$ cat src/rtl/mips_cache_pkg.sv
// Shared definitions for the MEM-stage data cache.
// Contents:
//   cache_state_t - controller FSM states (IDLE, EVICT, FILL)
//   address field offsets/widths within a 32-bit byte address
//   byte_en()     - big-endian byte-lane write-enable decode
package mips_cache_pkg;

   typedef enum logic [1:0] {
      ST_IDLE  = 2'd0,
      ST_EVICT = 2'd1,
      ST_FILL  = 2'd2
   } cache_state_t;

   localparam int BYTE_LSB  = 0;
   localparam int WORD_LSB  = 2;
   localparam int WORD_W    = 2;
   localparam int INDEX_LSB = 4;

   localparam logic [WORD_W-1:0] LAST_WORD = 2'd3;

   // Byte offset 0 is the most significant lane (big-endian).
   function automatic logic [3:0] byte_en(input logic [1:0] off);
      logic [3:0] be;
      case (off)
         2'd0:    be = 4'b1000;
         2'd1:    be = 4'b0100;
         2'd2:    be = 4'b0010;
         default: be = 4'b0001;
      endcase
      return be;
   endfunction

endpackage

$ cat src/rtl/dcache_tag_store.sv
// Tag/valid/dirty state for a direct-mapped cache.
// Ports:
//   clk, rst     - clock, asynchronous active-high reset (clears valid/dirty)
//   index        - line selected for lookup and update
//   rd_tag       - stored tag of the selected line (combinational)
//   rd_valid     - valid bit of the selected line (combinational)
//   rd_dirty     - dirty bit of the selected line (combinational)
//   set_dirty    - mark the selected line dirty at the clock edge
//   fill         - install fill_tag, valid=1, dirty=0 at the clock edge
//   fill_tag     - tag written on fill
module dcache_tag_store #(
   parameter int INDEX_W = 6,
   parameter int TAG_W   = 22
) (
   input  logic               clk,
   input  logic               rst,
   input  logic [INDEX_W-1:0] index,
   output logic [TAG_W-1:0]   rd_tag,
   output logic               rd_valid,
   output logic               rd_dirty,
   input  logic               set_dirty,
   input  logic               fill,
   input  logic [TAG_W-1:0]   fill_tag
);

   localparam int LINES = 1 << INDEX_W;

   logic [TAG_W-1:0] tags [LINES];
   logic [LINES-1:0] valid;
   logic [LINES-1:0] dirty;

   // Tags need no reset: they are qualified by valid.
   always_ff @(posedge clk) begin
      if (fill) begin
         tags[index] <= fill_tag;
      end
   end

   always_ff @(posedge clk or posedge rst) begin
      if (rst) begin
         valid <= '0;
         dirty <= '0;
      end else if (fill) begin
         valid[index] <= 1'b1;
         dirty[index] <= 1'b0;
      end else if (set_dirty) begin
         dirty[index] <= 1'b1;
      end
   end

   assign rd_tag   = tags[index];
   assign rd_valid = valid[index];
   assign rd_dirty = dirty[index];

endmodule

$ cat src/rtl/dcache_ctrl.sv
// Direct-mapped, write-back, write-allocate data-cache controller.
// Ports:
//   clk, rst                      - clock, asynchronous active-high reset
//   req_valid/write/is_word/addr/wdata - MEM-stage access
//   stall                         - hold the pipeline until the access hits
//   arr_index/word/we/wdata/rdata - external data-array SRAM interface
//   mem_req/we/addr/wdata/ack/rdata - single-ported backing-memory bus
//   miss_count                    - saturating miss counter
module dcache_ctrl
   import mips_cache_pkg::*;
#(
   parameter int INDEX_W = 6
) (
   input  logic               clk,
   input  logic               rst,
   input  logic               req_valid,
   input  logic               req_write,
   input  logic               req_is_word,
   input  logic [31:0]        req_addr,
   input  logic [31:0]        req_wdata,
   output logic               stall,
   output logic [INDEX_W-1:0] arr_index,
   output logic [1:0]         arr_word,
   output logic [3:0]         arr_we,
   output logic [31:0]        arr_wdata,
   input  logic [31:0]        arr_rdata,
   output logic               mem_req,
   output logic               mem_we,
   output logic [31:0]        mem_addr,
   output logic [31:0]        mem_wdata,
   input  logic               mem_ack,
   input  logic [31:0]        mem_rdata,
   output logic [31:0]        miss_count
);

   localparam int TAG_W = 32 - INDEX_LSB - INDEX_W;

   cache_state_t state, state_nxt;
   logic [WORD_W-1:0] cnt, cnt_nxt;
   logic [31:0]       miss_cnt;

   logic [INDEX_W-1:0] idx;
   logic [TAG_W-1:0]   tag;
   logic [WORD_W-1:0]  word;
   logic [1:0]         off;

   logic [TAG_W-1:0] line_tag;
   logic             line_valid;
   logic             line_dirty;
   logic             hit;
   logic             set_dirty;
   logic             fill_done;
   logic             miss;

   assign idx  = req_addr[INDEX_LSB +: INDEX_W];
   assign tag  = req_addr[31 -: TAG_W];
   assign word = req_addr[WORD_LSB +: WORD_W];
   assign off  = req_addr[BYTE_LSB +: 2];

   dcache_tag_store #(
      .INDEX_W (INDEX_W),
      .TAG_W   (TAG_W)
   ) u_tags (
      .clk       (clk),
      .rst       (rst),
      .index     (idx),
      .rd_tag    (line_tag),
      .rd_valid  (line_valid),
      .rd_dirty  (line_dirty),
      .set_dirty (set_dirty),
      .fill      (fill_done),
      .fill_tag  (tag)
   );

   assign hit = req_valid && line_valid && (line_tag == tag);

   always_ff @(posedge clk or posedge rst) begin
      if (rst) begin
         state    <= ST_IDLE;
         cnt      <= '0;
         miss_cnt <= '0;
      end else begin
         state <= state_nxt;
         cnt   <= cnt_nxt;
         if (miss && (miss_cnt != '1)) begin
            miss_cnt <= miss_cnt + 32'd1;
         end
      end
   end

   assign miss_count = miss_cnt;

   always_comb begin
      state_nxt = state;
      cnt_nxt   = cnt;
      stall     = 1'b0;
      arr_index = idx;
      arr_word  = word;
      arr_we    = '0;
      arr_wdata = '0;
      mem_req   = 1'b0;
      mem_we    = 1'b0;
      mem_addr  = '0;
      mem_wdata = '0;
      set_dirty = 1'b0;
      fill_done = 1'b0;
      miss      = 1'b0;

      case (state)
         ST_IDLE: begin
            // rst gates the request so stall stays low throughout reset.
            if (req_valid && !rst) begin
               if (hit) begin
                  if (req_write) begin
                     set_dirty = 1'b1;
                     if (req_is_word) begin
                        arr_we    = '1;
                        arr_wdata = req_wdata;
                     end else begin
                        arr_we    = byte_en(off);
                        arr_wdata = {4{req_wdata[7:0]}};
                     end
                  end
               end else begin
                  stall     = 1'b1;
                  miss      = 1'b1;
                  cnt_nxt   = '0;
                  state_nxt = (line_valid && line_dirty) ? ST_EVICT : ST_FILL;
               end
            end
         end

         ST_EVICT: begin
            stall     = 1'b1;
            arr_word  = cnt;
            mem_req   = 1'b1;
            mem_we    = 1'b1;
            mem_addr  = {line_tag, idx, cnt, 2'b00};
            mem_wdata = arr_rdata;
            if (mem_ack) begin
               // Wraps to 0 after the last word, ready for the fill.
               cnt_nxt = cnt + 2'd1;
               if (cnt == LAST_WORD) begin
                  state_nxt = ST_FILL;
               end
            end
         end

         ST_FILL: begin
            stall    = 1'b1;
            arr_word = cnt;
            mem_req  = 1'b1;
            mem_addr = {tag, idx, cnt, 2'b00};
            if (mem_ack) begin
               arr_we    = '1;
               arr_wdata = mem_rdata;
               cnt_nxt   = cnt + 2'd1;
               if (cnt == LAST_WORD) begin
                  fill_done = 1'b1;
                  state_nxt = ST_IDLE;
               end
            end
         end

         default: begin
            state_nxt = ST_IDLE;
         end
      endcase
   end

endmodule

$ cat config.mk
export PLATFORM = sky130hd
export DESIGN_NAME = dcache_ctrl
export DESIGN_NICKNAME = d
export VERILOG_FILES = /design/src/rtl/mips_cache_pkg.sv /design/src/rtl/dcache_tag_store.sv /design/src/rtl/dcache_ctrl.sv
export SDC_FILE = /design/constraint.sdc
export NUM_CORES = 2
export LEC_CHECK = 0
export BUFFER_PORTS_ARGS = -buffer_cell sky130_fd_sc_hd__buf_2
export CAP_MARGIN = 20
export CORE_MARGIN = 2
export CORE_UTILIZATION = 33
export CTS_BUF_LIST = sky130_fd_sc_hd__clkbuf_2
export CTS_CLUSTER_DIAMETER = 80
export CTS_CLUSTER_SIZE = 20
export DETAILED_ROUTE_END_ITERATION = 6
export PLACE_DENSITY = 0.56
export SYNTH_ARGS = -nofsm -noshare
export SYNTH_HDL_FRONTEND = slang
export SYNTH_SLANG_ARGS = --single-unit
$ cat constraint.sdc
create_clock -name clk -period 11.5 [get_ports clk]
set_input_delay 3.45 -clock clk [delete_from_list [all_inputs] [get_ports clk]]
set_output_delay 3.45 -clock clk [all_outputs]
set_load 0.02 [all_outputs]
# Yosys cells after proc, flatten, opt, wreduce, memory -nomap -nowiden
# Memories as Yosys holds them, arrays and structs flattened.
# Cells that the tools add are included.
[op_classes]
n_bitwise = 4
muxes = 51
n_reduce_logical = 14
magnitude_cmp = 2
eq_ne = 14
add_sub_neg = 2
[op_table]
columns = ["cell", "count"]
rows = [
  ["$mux 32", 6],
  ["$mux 64", 2],
  ["$or 64x64->64", 2],
  ["$pmux 32 s2", 2],
  ["$and 64x64->64", 1],
  ["$not 64->64", 1],
  ["$add 32x1->32 const B", 1],
  ["$ne 32x32->1 const B", 1],
  ["$eq 22x22->1", 1],
  ["$mux 2", 11],
  ["$mux 4", 5],
  ["$mux 1", 17],
  ["$bmux 1 s6", 2],
  ["$ne 2x2->1 const B", 6],
  ["$pmux 4 s3", 1],
  ["$pmux 4 s2", 1],
  ["$lt 6x7->1 const B", 1],
  ["$demux 1 s6", 1],
  ["$eq 2x2->1 const B", 3],
  ["$ge 6x1->1 const B", 1],
  ["$logic_and 1x1->1", 6],
  ["$pmux 2 s3", 1],
  ["$reduce_and 6->1", 1],
  ["$eq 2x1->1 const B", 2],
  ["other kinds (9)", 11],
]
[word_totals]
mem_count = 1
regBits = 164
output_inout_bits = 143
word_cells = 93
ram_bits = 1408
in_bits = 134
[mem_list]
columns = ["name", "words", "word_bits", "rd", "rd_clocked_by_memory_dff", "wr", "line_no", "rtl"]
rows = [
  ["u_tags.tags", 64, 22, 1, 0, 1, "dcache_tag_store.sv:28", "logic [TAG_W-1:0] tags [LINES];"],
]

# Depth between registers and ports, before layout
[depth]
ltp_word = 9
mapped_depth = 19
ltp_nobuf = 11

# Modules after synthesis
# A second synthesis with hierarchy kept.
[unflattened]
hier_cells = 3659
area_unflattened_um2 = 62876.6
[by_module_without_submodules]
columns = ["mod", "cells_per_inst", "n_inst", "area_each_um2", "seq_area_each_um2"]
rows = [
  ["dcache_tag_store", 3204, 1, 59403.2, 45483.6],
  ["dcache_ctrl", 455, 1, 3473.3, 900.9],
]

# Worst setup path after synthesis
# No wires, ideal clock.
[synth_timing]
path_kind = "input -> output"
start = "input req_addr[4]"
end = "output arr_wdata[0]"
arrival_time_ns = 6.475
path_buffers = 5
path_stages = 15
path_slack_ns = 1.575
path_cell_list = "buf_2 > buf_4 > buf_2 > mux2_2 > a221oi_1 > o21ai_1 > a221oi_1 > nand4_1 > xor2_1 > nor4_1 > nand3_1 > nor3_1 > buf_4 > buf_2 > a22o_1"
[synth_via]
elab_chain_cells = 7
elab_cells_between_ends = 9
classes_between = "eq/ne (1); mux (5); reduce/logical (2); memory (1)"
[synth_lines]
columns = ["element", "line_no", "rtl"]
rows = [
  ["start: declaration", "dcache_ctrl.sv:19", "input logic [31:0] req_addr,"],
  ["parallel branches: the longest is 3 deep, another holds $mem_v2 64x22", "--", ""],
  ["$logic_and 1x1->1 *", "dcache_ctrl.sv:75", "assign hit = req_valid && line_valid && (line_tag == tag);"],
  ["$mux 32 *", "dcache_ctrl.sv:113", "if (hit) begin"],
  ["$mux 32 *", "dcache_ctrl.sv:112", "if (req_valid && !rst) begin"],
  ["$pmux 32 s2 *", "dcache_ctrl.sv:109", "case (state)"],
  ["end: declaration", "dcache_ctrl.sv:25", "output logic [31:0] arr_wdata,"],
]
# Every way passes the cells marked *. The select of a mux whose other input is x is not followed.

# Worst setup path after layout
[layout_timing]
start = "input req_addr[4]"
end = "output arr_we[3]"
[layout_via]
elab_chain_cells = 7
elab_cells_between_ends = 9
classes_between = "eq/ne (1); mux (5); reduce/logical (2); memory (1)"
[layout_lines]
columns = ["element", "line_no", "rtl"]
rows = [
  ["parallel branches: the longest is 3 deep, another holds $mem_v2 64x22", "--", ""],
  ["$logic_and 1x1->1 *", "dcache_ctrl.sv:75", ""],
  ["$mux 4 *", "dcache_ctrl.sv:113", ""],
  ["$mux 4 *", "dcache_ctrl.sv:112", ""],
  ["$pmux 4 s2 *", "dcache_ctrl.sv:109", ""],
  ["end: declaration", "dcache_ctrl.sv:24", "output logic [3:0] arr_we,"],
]
# Marked as above.

==> impl_metrics.yaml <==
critical_path:
  cp_cell_sequence: "buf_16 > buf_16 > buf_16 > mux4_2 > mux2i_2 > o21ai_0 > nor3_1 > buf_4 > xnor2_1 > nor2_1 > nand4_1 > buf_4 > nor3_4 > buf_12 > o21ai_0 > nand2b_1 > buf_2"
  critPathArrivalTime_ns: 7.94
  required_ns: 8.05
  regToRegSetupSlack_ns: 6.66
  critPathMaxStageDelay_ns: 0.57
  worstPathMaxFanout: 43
  endpoint_kind: "output port"
  crit_family: "buffers and inverters"
  critical_path_buf_inv_count: 7
  r2r_start: "state[0]"
  rr_worst_depth: 7
  criticalPathCategory: "in -> out"
  crit_slowest_cell: "mux4_2"
  cp_common_cell: "buf_16"
  r2r-end: "u_tags.tags[51][20]"
  critPathLaunchType: "primary input"
die:
  fp.dieH_um: 442
  die-area_um2: 195000
  start_util_pct: 33.2
  die_w_um: 442
  num_rows: 160
  core_area_um2: 190000
  io_pins: 277
clock_tree:
  clockBufferDepth: 3
  cts_tree: "done"
  cts_htree_levels: 3
  clock-sinks: 1572
  clk_latency_ns: 1.69
  cts_hold_buf: 0
  cts.clk_slew.worst_paths_ns: 0.28
  cts-root-buf: "clkbuf_2"
  cts_buffers: 95
route:
  wirelength_um: 227000
  route.antenna.remaining_nets: 0
  remaining_drc_errors: 0
  drtPass1Iterations: 5
  vias: 38500
  via_per_inst: 5.84
  drt_iter0_markers: 5402
  wire_per_inst_um: 34.5
sta:
  slew_violations: 0
  skew_ns: 0.211
  fin_crit_sh_pct: 99.0
  relSlewSlack_pct: 23.5
  finalHoldViolCount: 0
  worst_slew_pin_slew_ns: 1.15
  period_needed_ns: 11.39
  finalSetupViolations: 0
  maxClockFrequency_mhz: 87.8
synthesis:
  synthFlopType: "edfxtp_1"
  ys_seq_area_share_pct: 73.3
  yosysUniqueCellTypes: 74
  netlist_area_um2: 63300
  synth-edff-count: 1408
  synthCells: 3653
  yosys_warnings: 0
  ys_seq_elements: 1572
  ys_async_sr_fraction_pct: 10.4
  syn_area_per_cell_um2: 17.3
pwr:
  seqPwrFrac_pct: 64.7
  p_leak_uw: 0.0243
  internal_power_uw: 7050
  clkPwrFrac_pct: 22.1
  p_per_area_nw_per_um2: 138
  ir_drop_uv: 73.3
  power_frac_comb_pct: 13.1
  p_sw_uw: 2680
  p_sw_share_pct: 27.5
hold_path:
  min_to: "miss_count[16]"
  hold_path_depth: 1
  holdCritStartpoint: "miss_count[16]"
  hold_path_class: "reg -> reg"
finish:
  drive_gt1_share_pct: 26.5
  areaGrowthSynthToFinish_pct: 11.5
  fin_area_um2: 70500
  post-route-util_pct: 37.0
  nets: 4165
global_route:
  grt_overflow: 0
  antenna_found_initial: 15
  grt_pass1_vias: 37300
  grt_max_degree: 103
  grt_usage_pct: 22.6
  grt_pass1_wl_um: 309000
placed_design:
  numPortBuffers: 274
  place_hpwl_um: 140000
  placed_cell_area_um2: 69300
  place_congestion: 1.02
run:
  max-cap-violations: 0
outcome:
  outcome: "complete, no violations"
through the flow:
step                      std cells  total power, µW   TNS, ns  setup slack, ns  hold WS (ns)
after floorplan                3654             7050         0             1.57         0.433
after global placement         6430             7660     -9.28           -0.365         0.446
after detailed placement       6432             7670     -7.04           -0.280         0.450
after CTS                      6576             9740         0           0.0204         0.506
after global routing           6591            10000  -0.00542         -0.00542         0.526
final                          6593             9730         0            0.112         0.503
kinds of logic (layout without fill, tap and decap cells):
kind of cell | count (synthesis) | after routing | share of synthesized area (%)
xor gates and xnor gates | 51 | 51 | 0.706
AOI/OAI and AO/OA | 647 | 647 | 7.43
buffers and inverters | 272 | 690 | 2.18
adders and majority gates | 6 | 6 | 0.119
and+or+nand+nor | 642 | 642 | 5.24
other | 1 | 12 | 0.00593
muxes | 462 | 462 | 11.0
DFF | 1572 | 1572 | 73.3
synthesized netlist by cell type (13+ instances only):
master | number | share of area [%]
a221o_1 | 17 | 0.27
xnor2_1 | 15 | 0.21
a21oi_1 | 72 | 0.57
buf_1 | 23 | 0.14
mux2_2 | 53 | 0.94
mux4_2 | 180 | 6.4
nor2_1 | 187 | 1.1
o221ai_1 | 15 | 0.21
a221oi_1 | 83 | 1.1
nor4_1 | 15 | 0.15
clkbuf_1 | 114 | 0.68
or2_2 | 65 | 0.64
nor3_1 | 42 | 0.33
nand4_1 | 20 | 0.20
o22ai_1 | 71 | 0.70
nor3b_1 | 13 | 0.15
buf_6 | 14 | 0.25
buf_4 | 47 | 0.56
nand2b_1 | 25 | 0.25
and3_1 | 21 | 0.21
a31oi_1 | 56 | 0.55
buf_2 | 63 | 0.50
dfrtp_1 | 164 | 6.5
nand2_1 | 87 | 0.52
mux2i_1 | 226 | 3.6
and2_1 | 50 | 0.49
nor2b_1 | 17 | 0.17
nand3_1 | 60 | 0.47
edfxtp_1 | 1408 | 67
o21ai_0 | 54 | 0.43
a21o_1 | 29 | 0.34
a22oi_1 | 128 | 1.5
xor2_1 | 36 | 0.50
a22o_1 | 50 | 0.69
power by group through the flow:
stage | Sequential, µW | Clock, µW | Combinational [µW]
floorplan | 6410 | 0 | 637
global placement | 6410 | 0 | 1250
detailed placement | 6410 | 0 | 1260
CTS | 6300 | 2190 | 1260
global route | 6310 | 2360 | 1340
finish | 6300 | 2150 | 1280
registers in the layout, summed over array words and instances, names as in the netlist, named ones only:
| name | cells |
|---|---|
| u_tags.tags | 1408 |
| u_tags.valid | 64 |
| miss_count | 32 |
| cnt | 2 |
| state | 2 |
area by class of cell:
| cell class | count | area (µm²) |
|---|---|---|
| Clock buffer | 113 | 566 |
| Multi-Input combinational cell | 1810 | 16100 |
| Clock inverter | 31 | 332 |
| Inverter | 11 | 47.5 |
| Sequential cell | 1572 | 46400 |
| Tap cell | 2511 | 3140 |
| Fill cell | 17600 | 120000 |
| Timing Repair Buffer | 535 | 3900 |
| Antenna cell | 10 | 25.0 |
worst max-delay path by stage:
| stage | from | to | slack, ns | cells past startpoint |
|---|---|---|---|---|
| 2_1_floorplan | req_addr[4] | arr_wdata[0] | 1.57 | 15 |
| 3_3_place_gp | req_addr[4] | arr_we[3] | -0.36 | 16 |
| 3_5_place_dp | req_addr[4] | arr_we[3] | -0.28 | 16 |
| 4_1_cts | req_addr[5] | arr_we[3] | 0.02 | 17 |
| 5_1_grt | req_addr[4] | arr_we[3] | -0.005 | 16 |
| 6_report | req_addr[4] | arr_we[3] | 0.11 | 17 |
timing repair:
| item | CTS | global route |
|---|---|---|
| cloned | 0 | 3 |
| setup endpoints to repair | 36 | 36 |
| buffers inserted | 0 | 3 |
| pin swaps | 1 | 4 |
| resized for setup | 6 | 22 |
placed cells by master (no fill, tap or decap), types with 36 or more instances in the layout:
cell	instances
a31oi_1	56
mux4_2	180
nor2_1	120
edfxtp_1	1408
a22o_1	50
mux2i_1	225
nand3_1	58
a22oi_1	128
or2_2	65
xor2_1	36
buf_4	224
a221oi_1	83
clkbuf_2	113
o21ai_0	53
a21oi_1	72
nor2_4	66
and2_1	50
mux2_2	53
nor3_1	39
buf_2	272
dfrtp_1	164
o22ai_1	71
nand2_1	87
metal layers:
metal,up-vias,GRT usage [%],wire length [µm]
li1,15400,-,-
met1,20300,29.9,87900
met2,2432,36.6,107000
met3,412,4.06,21600
met4,0,9.32,10500
met5,-,0,0
Power figures use the tool's default switching activity.
